<file path="src/rtl/input_act_stream_ctrl.sv">
// Input-activation streamer: host words are queued in a FIFO, sliced into elements
// and sent downstream over valid/ready. Optional ELEM_COUNT port: INPUT_ACT_ELEM_CNT_EN.
module input_act_stream_ctrl #(
   parameter int INPUT_WIDTH  = 32,
   parameter int OUTPUT_WIDTH = 8,
   parameter int FIFO_DEPTH   = 64,
   parameter int LEN_WIDTH    = 16
) (
   input  logic                    CLK,
   input  logic                    RESETN,
   input  logic                    CLEAR,
   input  logic                    START,
   input  logic [LEN_WIDTH-1:0]    FEED_LEN,
   input  logic                    MSB_FIRST,
   input  logic                    WR_EN,
   input  logic [INPUT_WIDTH-1:0]  WR_DATA,
   output logic                    FIFO_EMPTY,
   output logic                    FIFO_FULL,
   output logic                    OVERFLOW,
   output logic [OUTPUT_WIDTH-1:0] DATA_OUT,
   output logic                    DATA_VALID,
   input  logic                    DATA_READY,
   output logic                    BUSY,
`ifdef INPUT_ACT_ELEM_CNT_EN
   output logic                    DONE,
   output logic [31:0]             ELEM_COUNT
`else
   output logic                    DONE
`endif
);

   localparam int S     = INPUT_WIDTH / OUTPUT_WIDTH;
   localparam int IDX_W = (S > 1) ? $clog2(S) : 1;
   localparam int PTR_W = $clog2(FIFO_DEPTH);
   localparam int CNT_W = PTR_W + 1;

   typedef enum logic [1:0] {ST_IDLE, ST_LOAD, ST_STREAM, ST_DONE} state_t;

   state_t                  state_q, state_d;
   logic [INPUT_WIDTH-1:0]  mem [FIFO_DEPTH];
   logic [PTR_W-1:0]        wr_ptr_q, rd_ptr_q;
   logic [CNT_W-1:0]        count_q, count_d;
   logic                    fifo_empty_q, fifo_full_q, overflow_q;
   logic [LEN_WIDTH-1:0]    remaining_q;
   logic                    msb_first_q;
   logic [INPUT_WIDTH-1:0]  word_q;
   logic [IDX_W-1:0]        idx_q, sel;
   logic [OUTPUT_WIDTH-1:0] slices [S];
   logic                    handshake, last_slice, pop, wr_accept, overflow_set;

   assign handshake  = (state_q == ST_STREAM) && DATA_READY;
   assign last_slice = (idx_q == IDX_W'(S - 1));

   // NOTE: every signal driven here gets a default first so no latch is inferred.
   always_comb begin
      state_d = state_q;
      pop     = 1'b0;
      case (state_q)
         ST_IDLE:
            if (START) state_d = (FEED_LEN == '0) ? ST_DONE : ST_LOAD;
         ST_LOAD:
            if (!fifo_empty_q) begin
               pop     = 1'b1;
               state_d = ST_STREAM;
            end
         ST_STREAM:
            if (handshake) begin
               if (remaining_q == LEN_WIDTH'(1)) state_d = ST_DONE;
               else if (last_slice) begin
                  if (!fifo_empty_q) pop = 1'b1;
                  else               state_d = ST_LOAD;
               end
            end
         ST_DONE:
            state_d = ST_IDLE;
         default:
            state_d = ST_IDLE;
      endcase
      if (CLEAR) begin
         state_d = ST_IDLE;
         pop     = 1'b0;
      end
   end

   // A full FIFO still accepts a write on the edge that pops its head.
   assign wr_accept    = WR_EN && !CLEAR && (!fifo_full_q || pop);
   assign overflow_set = WR_EN && fifo_full_q && !pop;
   assign count_d      = count_q + CNT_W'(wr_accept) - CNT_W'(pop);

   // NOTE: state registers use non-blocking assignments so all flops update together.
   always_ff @(posedge CLK) begin
      if (!RESETN || CLEAR) begin
         wr_ptr_q     <= '0;
         rd_ptr_q     <= '0;
         count_q      <= '0;
         fifo_empty_q <= 1'b1;
         fifo_full_q  <= 1'b0;
         overflow_q   <= 1'b0;
      end else begin
         if (wr_accept)    wr_ptr_q   <= wr_ptr_q + PTR_W'(1);
         if (pop)          rd_ptr_q   <= rd_ptr_q + PTR_W'(1);
         if (overflow_set) overflow_q <= 1'b1;
         count_q      <= count_d;
         fifo_empty_q <= (count_d == '0);
         fifo_full_q  <= (count_d == CNT_W'(FIFO_DEPTH));
      end
   end

   // NOTE: storage is not reset; the pointers and count alone define what is valid.
   always_ff @(posedge CLK) begin
      if (wr_accept) mem[wr_ptr_q] <= WR_DATA;
   end

   always_ff @(posedge CLK) begin
      if (!RESETN) state_q <= ST_IDLE;
      else         state_q <= state_d;
   end

   always_ff @(posedge CLK) begin
      if (!RESETN) begin
         remaining_q <= '0;
         msb_first_q <= 1'b0;
         word_q      <= '0;
         idx_q       <= '0;
      end else if (!CLEAR) begin
         if (state_q == ST_IDLE && START) begin
            remaining_q <= FEED_LEN;
            msb_first_q <= MSB_FIRST;
         end
         if (handshake) remaining_q <= remaining_q - LEN_WIDTH'(1);
         if (pop) begin
            word_q <= mem[rd_ptr_q];
            idx_q  <= '0;
         end else if (handshake && !last_slice) begin
            idx_q <= idx_q + IDX_W'(1);
         end
      end
   end

   always_comb begin
      for (int k = 0; k < S; k++) slices[k] = word_q[k*OUTPUT_WIDTH +: OUTPUT_WIDTH];
   end

   assign sel        = msb_first_q ? (IDX_W'(S - 1) - idx_q) : idx_q;
   assign DATA_VALID = (state_q == ST_STREAM);
   assign DATA_OUT   = DATA_VALID ? slices[sel] : '0;
   assign BUSY       = (state_q != ST_IDLE);
   assign DONE       = (state_q == ST_DONE);
   assign FIFO_EMPTY = fifo_empty_q;
   assign FIFO_FULL  = fifo_full_q;
   assign OVERFLOW   = overflow_q;

`ifdef INPUT_ACT_ELEM_CNT_EN
   logic [31:0] elem_cnt_q;
   always_ff @(posedge CLK) begin
      if (!RESETN || CLEAR) elem_cnt_q <= '0;
      else if (handshake)   elem_cnt_q <= elem_cnt_q + 32'd1;
   end
   assign ELEM_COUNT = elem_cnt_q;
`endif

endmodule

</file>
<file path="config.mk">
export PLATFORM = sky130hd
export DESIGN_NAME = input_act_stream_ctrl
export DESIGN_NICKNAME = d
export VERILOG_FILES = /design/src/rtl/input_act_stream_ctrl.sv
export SDC_FILE = /design/constraint.sdc
export NUM_CORES = 2
export LEC_CHECK = 0
export ABC_AREA = 1
export CAP_MARGIN = 20
export CORE_ASPECT_RATIO = 1.75
export CORE_MARGIN = 3
export CORE_UTILIZATION = 44
export DETAILED_ROUTE_END_ITERATION = 16
export GPL_TIMING_DRIVEN = 0
export PLACE_DENSITY = 0.7
export SETUP_SLACK_MARGIN = 0.15
export SYNTH_ARGS = -nofsm -noshare
export SYNTH_HDL_FRONTEND = slang
export SYNTH_SLANG_ARGS = --single-unit
</file>
<file path="constraint.sdc">
create_clock -name CLK -period 5.4 [get_ports CLK]
set_input_delay 0.54 -clock CLK [delete_from_list [all_inputs] [get_ports CLK]]
set_output_delay 0.54 -clock CLK [all_outputs]
set_load 0.02 [all_outputs]
</file>
==> flow_summary.toml <==
[synthesis]
yosysSeqAreaShare_pct = 70.90
synth_top_family_by_area = "simple AND/OR/NAND/NOR gates"
syn_avg_cell_area_um2 = 10.76
synthSimpleGateAreaFrac_pct = 20.05
synth_seq_cells = 2123
synth_fa_ha_area_share_pct = 0.2619
synth_fp_nets = 8330
synth.area.mux_share_pct = 0
synth_cell_types = 33
synthXorXnorAreaFrac_pct = 0.1478
synth_area_um2 = 88860
synth-compound-area-share_pct = 3.661
syn-instance-count = 8257
synth_warnings = 0

[setup_path]
critical_path_peak_fanout = 9
path_cells = "xnor2_1 -> o211ai_1 -> a21oi_1 -> clkdlybuf4s50_1"
start_kind = "register"
crit_slowest_cell = "a21oi_1"
cp-end-kind = "output pin"
critical_path_required_ns = 4.86
critPathKind = "reg2out"
max_stage_delay_ns = 1.09
worstPathArrival_ns = 4.22

[timing]
period_needed_ns = 4.759
hold_viol = 0
relSlewSlack_pct = 11.26
timing.final.ws_setup_ns = 0.6410
finalSetupViolCount = 0
fin_hold_ws_ns = 0.05713
worst_slew_pin_slew_ns = 1.331
clock_skew_ns = 0.04744
max_freq_mhz = 210.1
fin_crit_sh_pct = 88.13
finalSetupTns_ns = 0
finalMaxSlewViolations = 0
rsz0062_at_grt = "false"

[die]
fp.coreArea_um2 = 200400
start_util_pct = 44.35
dieWidth_um = 345.7
die_area_um2 = 207600
die_h_um = 600.5
io_pins = 69
std_cell_rows = 217

[power]
p_sw_w = 0.006752
p_comb_share_pct = 2.6
p_int_w = 0.02551
p_leak_nw = 38.46
peakVddDrop_mv = 0.2185
p_per_area_nw_per_um2 = 317.6
netSwitchingFraction_pct = 20.93
pwr-share-clk_pct = 41.3
p_seq_share_pct = 56.0

[routing]
routed_via_density = 5.678
drt_wl_total_um = 334300
drc = 0
first_pass_iters = 6
ant_nets = 0
drt-initial-drc-count = 8982
vias = 64840
avgRoutedWirePerCell_um = 29.27

[placement]
dpl.hpwl_um = 239100
dp_slack_ns = 1.217
place_congestion = 0.9866
portBuffers = 67

[cells_and_area]
area_delta_synth_final_pct = 14.33
finalNetCount = 8702
fillCellCount = 17290
final_cell_mix = "nand2_1 (2374), edfxtp_1 (2048), nor2_1 (1049), nand3_1 (867), inv_1 (580)"
drive_gt1_share_pct = 8.233
final_common_cell = "nand2_1"

[status]
status = "finished clean"

[grt]
grt_pass1_vias = 62300
track_usage_pct = 31.47
grt_pass1_wl_um = 456800
overflow = 0
grt_max_degree = 65
grt_antenna_before_repair = 31

[clock_network]
clock_latency_ns = 0.86
htree_levels = 4
clockBufferDepth = 4
cts-buffers-inserted = 186
cts_tree = "yes"
clk_pin_slew_ns = 0.07
clockRootBuffer = "clkbuf_16"
numClockSinks = 2123

[min_path]
hold_class = "in2reg"

[job]
cap_violations = 0
-- metal layers --
| layer | track usage [%] | vias to the layer above | share of wire [%] |
|---|---|---|---|
| li1 | - | 28400 | - |
| met1 | 33.89 | 31280 | 31 |
| met2 | 53.57 | 4019 | 48 |
| met3 | 4.794 | 1136 | 9.0 |
| met4 | 28.35 | 6 | 11 |
| met5 | 0 | - | 0.012 |
-- path summary, 6_finish.rpt --
check | endpoint | cells after the start | start | slack (ns)
min | mem[50][19] | 1 | WR_DATA[19] | 0.06
max | DATA_OUT[3] | 4 | idx_q[1] | 0.64
max reg2reg | word_q[6] | 12 | rd_ptr_q[1] | 1.32
min reg2reg | remaining_q[14] | 2 | remaining_q[14] | 0.50
-- power by group through the flow --
stage	Combinational [W]	Sequential [W]	Clock, W
floorplan	0.000203	0.0184	0
detailed placement	0.000820	0.0184	0
finish	0.000845	0.0181	0.0133
global placement	0.000728	0.0185	0
CTS	0.000824	0.0181	0.0133
global route	0.000871	0.0181	0.0139
-- cells in the mapped netlist --
master    instances  area, µm²
a211oi_1          4      30.03
a21oi_1         184      920.9
a22o_1            1      8.760
a31oi_1           3      18.77
buf_1            57      214.0
buf_2           145      725.7
buf_4            32      240.2
buf_6            24      270.3
buf_8             1      15.01
clkbuf_1        196      735.7
clkinv_1          6      22.52
dfxtp_1          75       1501
edfxtp_1       2048      61500
fa_1              1      20.02
ha_1             17      212.7
inv_1           580       2177
inv_2             4      15.01
inv_4             2      12.51
nand2_1        2374       8911
nand2_2          10      62.56
nand3_1         867       4339
nand3b_1          2      15.01
nand4_1           2      12.51
nor2_1         1111       4170
nor2_2            3      18.77
nor3_1            6      30.03
nor3b_1           1      7.510
nor4_1            4      25.02
o211ai_1         17      127.6
o21ai_0         429       2147
or2_2            36      225.2
xnor2_1           4      35.03
xor2_1           11      96.34
-- through the flow --
| stage | std cells | instance area [µm²] | power, W | util, % |
|---|---|---|---|---|
| after CTS | 11400 | 101500 | 0.03225 | 50.66 |
| final | 11420 | 101600 | 0.03227 | 50.70 |
| after global placement | 10950 | 92820 | 0.01924 | 46.32 |
| after detailed placement | 11060 | 95630 | 0.01927 | 47.73 |
| after global routing | 11400 | 101500 | 0.03288 | 50.68 |
| after floorplan | 8257 | 88860 | 0.01865 | - |
-- state kept, by name, indices dropped and copies added, names as in the netlist --
| name | flops |
|---|---|
| FIFO_EMPTY | 1 |
| count_q | 7 |
| state_q | 2 |
| word_q | 32 |
| FIFO_FULL | 1 |
| idx_q | 2 |
| remaining_q | 16 |
| mem | 2048 |
| rd_ptr_q | 6 |
| wr_ptr_q | 6 |
| msb_first_q | 1 |
| OVERFLOW | 1 |
-- what timing repair did --
| action | in CTS | in global routing |
|---|---|---|
| hold endpoints to repair | 14 | 0 |
| resized for setup | 0 | 0 |
| hold buffers | 3 | 0 |
| setup buffers | 0 | 0 |
-- critical path: cells and delay by family, from the launching register on --
family / cells / cell delay (ns)
compound gates: 2 / 1.34
xor+xnor: 1 / 0.90
buf+inv: 1 / 0.80
flops: 1 / 0.33
-- kinds of logic after synthesis --
family | after synthesis
XOR/XNOR | 15
flip-flops | 2123
AO/OA/AOI/OAI | 638
adder cells (fa/ha/maj) | 18
buffers and inverters | 1047
AND/OR/NAND/NOR | 4416
-- layout make-up --
| type | instances | area (µm²) | area share [%] |
|---|---|---|---|
| repair buffers | 184 | 3058 | 3.010 |
| multi-input cells | 5087 | 21910 | 21.57 |
| well taps | 2628 | 3288 | 3.236 |
| clock inverters | 101 | 998.5 | 0.9828 |
| diodes | 22 | 55.05 | 0.05419 |
| flip-flops and latches | 2123 | 63000 | 62.01 |
| clock buffers | 228 | 4853 | 4.777 |
| inverters | 592 | 2227 | 2.192 |
| plain buffers | 455 | 2207 | 2.172 |
Power figures use the tool's default switching activity.
